===== src/rtl/strela_run_ctrl_if.sv =====
// Run-command handshake between the CSR block and the run sequencer.
interface strela_run_ctrl_if #(
    parameter int CNT_W = 32
);
    logic             cmd_valid_i;
    logic             cmd_ready_o;
    logic             cmd_cfg_i;
    logic             cmd_exec_i;
    logic [CNT_W-1:0] cmd_timeout_i;

    modport master (
        output cmd_valid_i, cmd_cfg_i, cmd_exec_i, cmd_timeout_i,
        input  cmd_ready_o
    );

    modport slave (
        input  cmd_valid_i, cmd_cfg_i, cmd_exec_i, cmd_timeout_i,
        output cmd_ready_o
    );
endinterface


===== src/rtl/strela_run_ctrl.sv =====
// Run sequencer: optional config load then optional execution on the CGRA,
// with per-phase timeout, software abort, datapath flush and cycle counters.
//
// state    | meaning
// IDLE     | waiting for a command, cmd_ready_o high
// CFG_REQ  | load_configuration_o pulse
// CFG_WAIT | waiting for done_config_i
// EXE_REQ  | start_execution_o pulse
// EXE_WAIT | waiting for done_exec_output_i
// FLUSH    | reset_state_machines_o held after timeout/abort
// DONE     | one-cycle completion, raises irq_o
module strela_run_ctrl #(
    parameter int CNT_W        = 32,
    parameter int FLUSH_CYCLES = 2
) (
    input  logic              clk_i,
    input  logic              rst_i,
    strela_run_ctrl_if.slave  cmd,
    input  logic              abort_i,
    output logic              load_configuration_o,
    output logic              start_execution_o,
    input  logic              done_config_i,
    input  logic              done_exec_output_i,
    output logic              reset_state_machines_o,
    output logic              busy_o,
    output logic [2:0]        state_o,
    output logic [1:0]        status_o,
    output logic [CNT_W-1:0]  config_cycles_o,
    output logic [CNT_W-1:0]  exec_cycles_o,
    output logic [CNT_W-1:0]  total_cycles_o,
    output logic              irq_o,
    input  logic              irq_clear_i
);

    typedef enum logic [2:0] {
        S_IDLE     = 3'd0,
        S_CFG_REQ  = 3'd1,
        S_CFG_WAIT = 3'd2,
        S_EXE_REQ  = 3'd3,
        S_EXE_WAIT = 3'd4,
        S_FLUSH    = 3'd5,
        S_DONE     = 3'd6
    } state_t;

    localparam logic [1:0] ST_OK      = 2'b00;
    localparam logic [1:0] ST_TIMEOUT = 2'b01;
    localparam logic [1:0] ST_ABORT   = 2'b10;

    localparam int FW = (FLUSH_CYCLES > 1) ? $clog2(FLUSH_CYCLES) : 1;
    localparam logic [FW-1:0] FLUSH_LAST = FW'(FLUSH_CYCLES - 1);

    state_t           state_q, state_d;
    logic             cfg_q, cfg_d;
    logic             exec_q, exec_d;
    logic [CNT_W-1:0] timeout_q, timeout_d;
    logic [CNT_W-1:0] cfg_cyc_q, cfg_cyc_d;
    logic [CNT_W-1:0] exe_cyc_q, exe_cyc_d;
    logic [CNT_W-1:0] total_q, total_d;
    logic [1:0]       status_q, status_d;
    logic [FW-1:0]    flush_q, flush_d;
    logic             irq_q, irq_d;

    logic [CNT_W-1:0] phase;
    logic             timeout_hit;

    function automatic logic [CNT_W-1:0] sat_inc(input logic [CNT_W-1:0] v);
        return (&v) ? v : v + 1'b1;
    endfunction

    // The phase counters double as the per-phase timeout comparand.
    assign phase       = (state_q == S_EXE_WAIT) ? exe_cyc_q : cfg_cyc_q;
    assign timeout_hit = (timeout_q != '0) && (phase == timeout_q - 1'b1);

    // Next-state, counter and status logic.
    always_comb begin
        state_d   = state_q;
        cfg_d     = cfg_q;
        exec_d    = exec_q;
        timeout_d = timeout_q;
        cfg_cyc_d = cfg_cyc_q;
        exe_cyc_d = exe_cyc_q;
        total_d   = (state_q != S_IDLE) ? sat_inc(total_q) : total_q;
        status_d  = status_q;
        flush_d   = '0;
        irq_d     = (state_q == S_DONE) | (irq_q & ~irq_clear_i);

        case (state_q)
            S_IDLE: begin
                if (cmd.cmd_valid_i) begin
                    cfg_d     = cmd.cmd_cfg_i;
                    exec_d    = cmd.cmd_exec_i;
                    timeout_d = cmd.cmd_timeout_i;
                    cfg_cyc_d = '0;
                    exe_cyc_d = '0;
                    total_d   = '0;
                    status_d  = ST_OK;
                    state_d   = cmd.cmd_cfg_i  ? S_CFG_REQ :
                                cmd.cmd_exec_i ? S_EXE_REQ : S_DONE;
                end
            end
            S_CFG_REQ, S_EXE_REQ: begin
                if (abort_i) begin
                    status_d = ST_ABORT;
                    state_d  = S_FLUSH;
                end else begin
                    state_d = (state_q == S_CFG_REQ) ? S_CFG_WAIT : S_EXE_WAIT;
                end
            end
            S_CFG_WAIT: begin
                if (abort_i) begin
                    status_d = ST_ABORT;
                    state_d  = S_FLUSH;
                end else if (done_config_i) begin
                    state_d = exec_q ? S_EXE_REQ : S_DONE;
                end else if (timeout_hit) begin
                    status_d = ST_TIMEOUT;
                    state_d  = S_FLUSH;
                end else begin
                    cfg_cyc_d = sat_inc(cfg_cyc_q);
                end
            end
            S_EXE_WAIT: begin
                if (abort_i) begin
                    status_d = ST_ABORT;
                    state_d  = S_FLUSH;
                end else if (done_exec_output_i) begin
                    state_d = S_DONE;
                end else if (timeout_hit) begin
                    status_d = ST_TIMEOUT;
                    state_d  = S_FLUSH;
                end else begin
                    exe_cyc_d = sat_inc(exe_cyc_q);
                end
            end
            S_FLUSH: begin
                if (flush_q == FLUSH_LAST) begin
                    state_d = S_DONE;
                end else begin
                    flush_d = flush_q + 1'b1;
                end
            end
            S_DONE: begin
                state_d = S_IDLE;
            end
            default: begin
                state_d = S_IDLE;
            end
        endcase
    end

    // State and datapath registers.
    always_ff @(posedge clk_i or posedge rst_i) begin
        if (rst_i) begin
            state_q   <= S_IDLE;
            cfg_q     <= 1'b0;
            exec_q    <= 1'b0;
            timeout_q <= '0;
            cfg_cyc_q <= '0;
            exe_cyc_q <= '0;
            total_q   <= '0;
            status_q  <= ST_OK;
            flush_q   <= '0;
            irq_q     <= 1'b0;
        end else begin
            state_q   <= state_d;
            cfg_q     <= cfg_d;
            exec_q    <= exec_d;
            timeout_q <= timeout_d;
            cfg_cyc_q <= cfg_cyc_d;
            exe_cyc_q <= exe_cyc_d;
            total_q   <= total_d;
            status_q  <= status_d;
            flush_q   <= flush_d;
            irq_q     <= irq_d;
        end
    end

    assign cmd.cmd_ready_o            = (state_q == S_IDLE);
    assign load_configuration_o       = (state_q == S_CFG_REQ);
    assign start_execution_o          = (state_q == S_EXE_REQ);
    assign reset_state_machines_o     = (state_q == S_FLUSH);
    assign busy_o                     = (state_q != S_IDLE);
    assign state_o                    = state_q;
    assign status_o                   = status_q;
    assign config_cycles_o            = cfg_cyc_q;
    assign exec_cycles_o              = exe_cyc_q;
    assign total_cycles_o             = total_q;
    assign irq_o                      = irq_q;

endmodule


===== src/flat_wrapper.sv =====
// flat-port wrapper written by rule: the top's interface ports become plain ports
module strela_run_ctrl_flat 
#(
    parameter int CNT_W        = 32,
    parameter int FLUSH_CYCLES = 2
)
  (clk_i, rst_i, abort_i, load_configuration_o, start_execution_o, done_config_i, done_exec_output_i, reset_state_machines_o, busy_o, state_o, status_o, config_cycles_o, exec_cycles_o, total_cycles_o, irq_o, irq_clear_i, cmd_cmd_valid_i, cmd_cmd_cfg_i, cmd_cmd_exec_i, cmd_cmd_timeout_i, cmd_cmd_ready_o);
  strela_run_ctrl_if #(.CNT_W(CNT_W)) cmd_i ();
  input  logic clk_i;
  input  logic rst_i;
  input  logic abort_i;
  output logic load_configuration_o;
  output logic start_execution_o;
  input  logic done_config_i;
  input  logic done_exec_output_i;
  output logic reset_state_machines_o;
  output logic busy_o;
  output logic [2:0] state_o;
  output logic [1:0] status_o;
  output logic [CNT_W-1:0] config_cycles_o;
  output logic [CNT_W-1:0] exec_cycles_o;
  output logic [CNT_W-1:0] total_cycles_o;
  output logic irq_o;
  input  logic irq_clear_i;
  input wire logic [$bits(cmd_i.cmd_valid_i)-1:0] cmd_cmd_valid_i;
  input wire logic [$bits(cmd_i.cmd_cfg_i)-1:0] cmd_cmd_cfg_i;
  input wire logic [$bits(cmd_i.cmd_exec_i)-1:0] cmd_cmd_exec_i;
  input wire logic [$bits(cmd_i.cmd_timeout_i)-1:0] cmd_cmd_timeout_i;
  output wire logic [$bits(cmd_i.cmd_ready_o)-1:0] cmd_cmd_ready_o;
  assign cmd_i.cmd_valid_i = cmd_cmd_valid_i;
  assign cmd_i.cmd_cfg_i = cmd_cmd_cfg_i;
  assign cmd_i.cmd_exec_i = cmd_cmd_exec_i;
  assign cmd_i.cmd_timeout_i = cmd_cmd_timeout_i;
  assign cmd_cmd_ready_o = cmd_i.cmd_ready_o;
  strela_run_ctrl #(.CNT_W(CNT_W), .FLUSH_CYCLES(FLUSH_CYCLES)) u_core (.clk_i(clk_i), .rst_i(rst_i), .cmd(cmd_i), .abort_i(abort_i), .load_configuration_o(load_configuration_o), .start_execution_o(start_execution_o), .done_config_i(done_config_i), .done_exec_output_i(done_exec_output_i), .reset_state_machines_o(reset_state_machines_o), .busy_o(busy_o), .state_o(state_o), .status_o(status_o), .config_cycles_o(config_cycles_o), .exec_cycles_o(exec_cycles_o), .total_cycles_o(total_cycles_o), .irq_o(irq_o), .irq_clear_i(irq_clear_i));
endmodule

===== config.mk =====
export PLATFORM = sky130hd
export DESIGN_NAME = strela_run_ctrl_flat
export DESIGN_NICKNAME = d
export VERILOG_FILES = /design/src/rtl/strela_run_ctrl_if.sv /design/src/rtl/strela_run_ctrl.sv /design/src/flat_wrapper.sv
export SDC_FILE = /design/constraint.sdc
export NUM_CORES = 1
export LEC_CHECK = 0
export ABC_AREA = 1
export CAP_MARGIN = 20
export CORE_MARGIN = 1.5
export CORE_UTILIZATION = 42
export DETAILED_ROUTE_END_ITERATION = 16
export HOLD_SLACK_MARGIN = 0.08
export SYNTH_ARGS = -nofsm -noshare
export SYNTH_HDL_FRONTEND = slang
export SYNTH_SLANG_ARGS = --single-unit

===== constraint.sdc =====
create_clock -name clk_i -period 11.65 [get_ports clk_i]
set_input_delay 1.165 -clock clk_i [delete_from_list [all_inputs] [get_ports clk_i]]
set_output_delay 1.165 -clock clk_i [all_outputs]
set_load 0.05 [all_outputs]

### Word level (Yosys, flattened, before mapping)

Cells that the tools add are included.

* bits in registers: 136
* input bits: 41
* word-level logic and storage cells: 92

* add/sub/neg operators: 5
* eq/ne operators: 20
* muxes and demuxes: 39
* bitwise logic cells: 3
* reduce and logical (&&, ||, !) cells: 16

Operators by type and width (count)
* $mux W32: 14
* $pmux W32 S2: 2
* $add A32 B1 Y32 const B: 3
* $reduce_and A32 Y1: 3
* $mux W3: 12
* $eq A32 B32 Y1: 1
* $reduce_bool A32 Y1: 1
* $sub A32 B1 Y32 const B: 1
* $ne A2 B2 Y1 const B: 10
* $pmux W3 S5: 1
* $mux W2: 7
* $reduce_and A6 Y1: 2
* $eq A3 B3 Y1 const B: 3
* $pmux W2 S4: 1
* $eq A3 B2 Y1 const B: 2
* $ne A3 B3 Y1 const B: 2
* $reduce_and A5 Y1: 1
* $reduce_and A2 Y1: 2
* $reduce_bool A2 Y1: 2
* $reduce_bool A4 Y1: 1
* $eq A3 B1 Y1 const B: 1
* $logic_not A3 Y1: 1
* $reduce_bool A3 Y1: 1
* $mux W1: 2
* 7 further kinds: 7

### Depth between registers and ports, before layout

Gate-level depths: netlist of the first run.

* depth in word-level cells: 8
* gate-level depth with buffers: 21
* depth with buffers taken out: 19

### Least setup slack after synthesis of the first run

Ideal clock, no wire load.

* path kind: reg2out
* start: reg u_core.state_q[2] (netlist: u_core.state_o[2])
* end: out busy_o
* data arrival time: 2.207 ns
* data required time: 10.485 ns
* path slack: 8.278 ns
* cell stages (with the launch flop): 7
* path buffers: 4
* cell sequence: dfrtp_1 buf_2 clkbuf_1 nor2_1 inv_1 clkbuf_1 clkbuf_1

* longest elaborated chain between the ends: 1

RTL lines
* start, declared: RTL line strela_run_ctrl.sv:52 `state_t state_q, state_d;`
* start signal, assigned: RTL line strela_run_ctrl.sv:165 `state_q <= state_d;`
* $reduce_bool A3 Y1: RTL line strela_run_ctrl.sv:182 `assign busy_o = (state_q != S_IDLE);`
* end, declared: RTL line flat_wrapper.sv:17 `output logic busy_o;`

No other way between the ends.

### Final worst setup path of the first run

* start: reg u_core.state_q[2] (netlist: u_core.state_o[2])
* end: reg u_core.cfg_cyc_q[26] (netlist: u_core.config_cycles_o[26])

* longest elaborated chain between the ends: 6

RTL lines
* $eq A3 B3 Y1
* $mux W32: RTL line strela_run_ctrl.sv:71 `assign phase = (state_q == S_EXE_WAIT) ? exe_cyc_q : cfg_cyc_q;`
* $eq A32 B32 Y1: RTL line strela_run_ctrl.sv:72 `assign timeout_hit = (timeout_q != '0) && (phase == timeout_q - 1'b1);`
* $logic_and A1 B1 Y1: RTL line strela_run_ctrl.sv:72
* $ne A2 B2 Y1 (no line)
* $reduce_and A6 Y1 (no line)
* end signal, assigned: RTL line strela_run_ctrl.sv:169 `cfg_cyc_q <= cfg_cyc_d;`
* end, declared: RTL line strela_run_ctrl.sv:56 `logic [CNT_W-1:0] cfg_cyc_q, cfg_cyc_d;`

Several ways; a longest one is shown, not always the timed one.
A chain may end at the register's enable or synchronous reset.

==> run summary, run 1 <==
Post-Syn Instances = 1,725
die area = 26,200 µm²
Pre-antenna DRT Iters = 6
Post-synth EDFFs = 0
Hold Path Depth = 1
layout cells sized above 1 = 0.0377
Gates resized, CTS repair = 0
Die H = 162 µm
first-pass GRT wire length = 61.2 mm
arrival time worst endpoint = 4.87 ns
RSZ-0062 raised after global routing = false
Routed Antenna Nets = 0
CTS Root Cell = clkbuf_16
Design Power = 2640 µW
P_leak = 0.00548 µW
commonest cells after routing, fill and taps aside = 568 x nand2_1, 264 x nor2_1, 186 x nand3_1, 164 x inv_1, 147 x clkdlybuf4s50_1
Min-Delay Path Class = register to register
mapped cell area = 10,600 µm²
Reg clk slew, reported paths = 0.07 ns
Hold-fix buffers, CTS = 0
Clock Skew = 0.0171 ns
fillers = 2,608
detailed-route wire length = 39.5 mm
Top Ports = 148
maximum clock path buffer count = 2
Die Wd = 162 µm
Slew Limit Fails = 0
largest net degree at the start of global routing = 77
Synth Register Bits = 136
input/output buffers = 147
Avg Inst Size Synth = 6.14 µm²
H-tree depth = 4
Synth-to-Final Area Change = 21.2%
average wire per standard cell = 18.1 µm
Final setup violation count = 0
CP max FO = 70
worst-case reg-to-reg path depth = 17
critical path class = register to register
status = completed
CTS tree = yes
area of the multi-input gates = 6260 µm²
Post-CTS Setup Bufs = 0
min Tclk post-route = 4.56 ns
CP endpoint kind = register
via/cell ratio = 5.36
Syn Nets = 1,771
vias in the first global route = 10,968
r2r setup slk = 7.09 ns
total number of yosys warnings = 0
Final nets = 1,888
DRC viols = 0
Worst slew margin = 0.387
Iteration-0 DRC Markers = 980
fmax = 219 MHz
Critical Path RT = 11.96 ns
Max Cap Violations = 0
RD Place Congestion = 0.975
antenna cells = 0
maximum vdd ir drop = 0.198 mV
Fin Setup TNS = 0 ns
site row count = 57
Worst Hold Path EP = u_core.flush_q$_DFF_PP0_
Setup crit start kind = register
detailed placement HPWL = 30.0 mm
Register Area = 3400 µm²
Clk Latency, worst-skew pair = 0.44 ns
Tot GR Track Use = 0.304
CTS sink cnt = 136
FF-to-FF Start = u_core.state_o[2]$_DFFE_PP0P_
Final Util = 0.524
pwr/cell area = 206 nW/µm²
most common cell after layout, fill and taps aside = nand2_1
register area share after synthesis = 0.321
Via Count = 11,671
R2R Path End = u_core.config_cycles_o[26]$_DFFE_PP0P_
initial antenna violation count = 0
distinct cell type count after synthesis = 39
worst hold start = u_core.flush_q$_DFF_PP0_
Std-Cell Core Area = 24,500 µm²
number of buffers created by CTS = 17
final hold vios = 0
total grt overflow = 0
Tightest Pin Transition = 0.920 ns
Starting Density = 0.432
fin crit share = 0.392
ys flop type = dfrtp_1
ys async rst share = 1.00
[registers in the layout (all words and copies together) (netlist names)]
name                    cells
u_core.total_cycles_o      32
u_core.config_cycles_o     32
u_core.exec_q               1
u_core.state_o              3
u_core.status_o             2
u_core.timeout_q           32
u_core.flush_q              1
u_core.exec_cycles_o       32
u_core.irq_o                1
[layer usage]
layer  global-route usage  routed length [µm]  vias up
met4                0.120                1460        0
met3               0.0567                2580       78
li1                     -                   -     5765
met2                0.470               17300      435
met1                0.420               18100     5393
met5                    0                   0        -
[report_power, final]
group | internal [µW] | total (µW) | switching (µW)
Combinational | 406 | 1370 | 968
Sequential | 580 | 735 | 155
Clock | 281 | 536 | 255
Total | 1270 | 2640 | 1380
[cell type report]
cell class	instances	area share
inverter	171	0.0504
tap	324	0.0316
sequential	136	0.265
timing repair buffer	157	0.122
clock inverter	15	0.0106
multi-input combinational	1359	0.488
clock buffer	17	0.0331
[through the flow]
stage	worst slack (ns)	hold WS, ns	instances	instance area [µm²]
final	7.09	0.411	2179	12800
after global routing	6.79	0.423	2179	12800
after CTS	7.21	0.410	2178	12800
after detailed placement	7.25	0.399	2146	12300
after global placement	7.36	0.398	2145	12300
after floorplan	6.85	0.390	1725	10600
[critical path, cell delays in order, from the launching register on]
cell,delay [ns]
dfrtp_1,0.51
buf_4,0.27
nand2_2,0.36
buf_4,0.67
nand2_1,0.20
o21ai_1,0.14
nand2_1,0.09
nand3_1,0.08
nand2_1,0.11
or2_1,0.22
nor2_1,0.09
nand2_1,0.07
nor2_1,0.08
nand2_1,0.11
nand2_2,0.51
nand2_2,0.57
nand2_1,0.19
nand2_1,0.08
[cells in the mapped netlist, types with 2 or more instances]
cell type | n | share of area
ha_1 | 5 | 0.0059
nand4_1 | 23 | 0.014
nand2_2 | 9 | 0.0053
inv_1 | 166 | 0.059
clkbuf_1 | 33 | 0.012
clkinv_1 | 4 | 0.0014
buf_6 | 5 | 0.0053
dfrtp_1 | 136 | 0.32
nand3b_1 | 10 | 0.0071
mux2i_1 | 2 | 0.0019
xnor2_1 | 25 | 0.021
nand3_1 | 186 | 0.088
buf_2 | 15 | 0.0071
nand2_1 | 569 | 0.20
xor2_1 | 46 | 0.038
o211ai_2 | 2 | 0.0024
o21ai_0 | 67 | 0.032
nor4_1 | 23 | 0.014
nor2_1 | 264 | 0.094
nor2_4 | 2 | 0.0021
a311oi_1 | 5 | 0.0041
nor3b_1 | 2 | 0.0014
nor3_1 | 55 | 0.026
buf_4 | 4 | 0.0028
nor2_2 | 8 | 0.0047
o22ai_1 | 2 | 0.0012
a21oi_1 | 31 | 0.015
buf_1 | 2 | 0.00071
o21ai_1 | 14 | 0.0066
[worst max-delay path by stage]
stage	end	cells after the start	from
finish	u_core.config_cycles_o[26]$_DFFE_PP0P_	17	u_core.state_o[2]$_DFFE_PP0P_
global route	u_core.config_cycles_o[12]$_DFFE_PP0P_	16	u_core.state_o[1]$_DFFE_PP0P_
CTS	u_core.config_cycles_o[26]$_DFFE_PP0P_	17	u_core.state_o[2]$_DFFE_PP0P_
detailed placement	u_core.config_cycles_o[26]$_DFFE_PP0P_	17	u_core.state_o[2]$_DFFE_PP0P_
global placement	u_core.config_cycles_o[22]$_DFFE_PP0P_	15	u_core.state_o[2]$_DFFE_PP0P_
floorplan	u_core.config_cycles_o[0]$_DFFE_PP0P_	1	rst_i
[cells by family after synthesis]
family                   after synthesis  synth area share
buffers and inverters                230            0.0882
AND/OR/NAND/NOR                     1154             0.459
flip-flops                           136             0.321
XOR/XNOR                              71            0.0587
adder cells (fa/ha/maj)                5           0.00590
multiplexers                           2           0.00189
AO/OA/AOI/OAI                        127            0.0652
(Power assumes the default switching activity.)
==> run 2, diff against run 1 <==
- PLACE_DENSITY: default -> 0.66
- clock period: 11.65 -> 3.73 ns (I/O delays scaled with it)
==> run 2 against run 1 <==
Net effect: cell area up 1.5%; register-to-register slack worse by 6.7 ns; fmax up 35%; critical endpoint is now u_core.exec_cycles_o[24]$_DFFE_PP0P_; global-route usage up 0.94 points; cell count up 0.73%; clock skew down 0.0014 ns; sequential cell count unchanged; sequential power rose to 3.1 times the previous value.
==> run summary, run 2 (synthesized netlist as in run 1, its figures left out) <==
worst setup path start = u_core.timeout_q[0]$_DFFE_PP0P_
final hold vios = 0 (unchanged)
Fin Setup TNS = 0 ns (unchanged)
Register Area = 3400 µm² (unchanged)
status = completed
first-pass GRT wire length = 63.0 mm (+2.9%)
detailed placement HPWL = 31.4 mm (+4.6%)
antenna cells = 0 (unchanged)
P_leak = 0.00558 µW (+1.9%)
Starting Density = 0.432 (unchanged)
Synth-to-Final Area Change = 23.0%
fmax = 297 MHz (+35%)
Clock Skew = 0.0156 ns (-0.00141 ns)
CTS sink cnt = 136 (unchanged)
CP max FO = 32 (-54%)
CP endpoint kind = register
site row count = 57 (unchanged)
pwr/cell area = 656 nW/µm² (+220%)
maximum vdd ir drop = 0.490 mV (+150%)
critical path class = register to register
Routed Antenna Nets = 0 (unchanged)
total grt overflow = 0 (unchanged)
placed inst area = 12,400 µm² (+1.3%)
Critical Path RT = 4.06 ns (-7.90 ns)
number of buffers created by CTS = 17 (unchanged)
Final nets = 1,904 (+0.85%)
Setup crit start kind = register
input/output buffers = 147 (unchanged)
Slew Limit Fails = 0 (unchanged)
RSZ-0062 raised after global routing = false
layout cells sized above 1 = 0.0460 (+0.00823)
CTS tree = yes
Die Wd = 162 µm (unchanged)
min Tclk post-route = 3.37 ns (-1.19 ns)
die area = 26,200 µm² (unchanged)
most common cell after layout, fill and taps aside = nand2_1
Tightest Pin Transition = 0.725 ns (-0.195 ns)
largest net degree at the start of global routing = 66 (-14%)
fillers = 2,583 (-0.96%)
Post-CTS Setup Bufs = 0 (unchanged)
commonest cells after routing, fill and taps aside = 568 x nand2_1, 264 x nor2_1, 186 x nand3_1, 164 x inv_1, 147 x clkdlybuf4s50_1
Top Ports = 148 (unchanged)
DRC viols = 0 (unchanged)
Die H = 162 µm (unchanged)
Reg clk slew, reported paths = 0.08 ns (about the same)
FF-to-FF Start = u_core.timeout_q[0]$_DFFE_PP0P_
via/cell ratio = 5.41 (+0.94%)
detailed-route wire length = 40.3 mm (+2.1%)
Min-Delay Path Class = input port to asynchronous set/reset pin
Via Count = 11,867 (+1.7%)
Std-Cell Core Area = 24,500 µm² (unchanged)
Finished Cell Area = 13,000 µm² (+1.5%)
vias in the first global route = 11,206 (+2.2%)
RD Place Congestion = 0.947 (-2.9%)
Design Power = 8550 µW (+220%)
maximum clock path buffer count = 2 (unchanged)
H-tree depth = 4 (unchanged)
Pre-antenna DRT Iters = 8 (+2)
Final setup violation count = 0 (unchanged)
Tot GR Track Use = 0.313 (+0.00941)
Iteration-0 DRC Markers = 977 (-0.31%)
average wire per standard cell = 18.4 µm (+1.3%)
arrival time worst endpoint = 3.69 ns (-1.18 ns)
CTS Root Cell = clkbuf_16
Clk Latency, worst-skew pair = 0.44 ns (about the same)
area of the multi-input gates = 6270 µm² (about the same)
fin crit share = 0.903 (+0.511)
Max Cap Violations = 0 (unchanged)
Worst slew margin = 0.517 (+0.130)
initial antenna violation count = 0 (unchanged)
run 2: cell type report:
type | count | area share
Sequential cell | 136 | 0.261
Clock inverter | 15 | 0.0137
Clock buffer | 17 | 0.0326
Inverter | 171 | 0.0495
Timing Repair Buffer | 173 | 0.131
Tap cell | 324 | 0.0311
Multi-Input combinational cell | 1359 | 0.481
run 2: report_power, final:
part	switching [µW]	internal, µW	total (µW)
Clock	800	1010	1810
Combinational	3120	1350	4460
Sequential	454	1810	2270
run 2: critical path, stage by stage (launching register included):
cell	delay [ns]
dfrtp_1	0.39
inv_1	0.17
ha_1	0.28
nand2_2	0.15
nor2_4	0.31
nand2_1	0.19
nor2_1	0.32
nand2_1	0.15
inv_1	0.08
nor2_1	0.04
nand2_1	0.06
nor2_1	0.04
nand2_1	0.06
nor2_2	0.05
nand2_2	0.13
nand2_2	0.06
nand2_2	0.26
nand2_4	0.30
nand2_1	0.14
nand2_1	0.06
run 2: path summary, 6_finish.rpt:
path / end / slack [ns] / cells past startpoint
worst max register to register: u_core.exec_cycles_o[24]$_DFFE_PP0P_ / 0.36 / 19
min in group clk_i: u_core.flush_q$_DFF_PP0_ / 0.42 / 1
worst min register to register: u_core.flush_q$_DFF_PP0_ / 0.42 / 1
worst min-delay path: u_core.total_cycles_o[27]$_DFF_PP0_ / 0.21 / 2
max in group asynchronous: u_core.config_cycles_o[16]$_DFFE_PP0P_ / 2.79 / 3
worst max-delay path: u_core.exec_cycles_o[24]$_DFFE_PP0P_ / 0.36 / 19
run 2: metrics by stage:
step           hold WS [ns]  utilization  setup slack (ns)  instances
3_3_place_gp          0.405        0.506             0.277       2163
5_1_grt               0.246        0.531            0.0359       2195
2_1_floorplan         0.390            -              1.09       1725
3_5_place_dp          0.409        0.506             0.228       2163
6_report              0.212        0.531             0.363       2195
4_1_cts               0.207        0.531             0.199       2195
run 2: per-layer routing:
layer,part of all wire,track usage
met2,0.46,0.512
met1,0.45,0.426
met5,0,0
met3,0.055,0.0403
met4,0.031,0.111
run 2: what timing repair did:
item	4_1_cts	5_1_grt
setup endpoints to repair	0	32
hold buffers	0	0
gates resized for setup	0	1
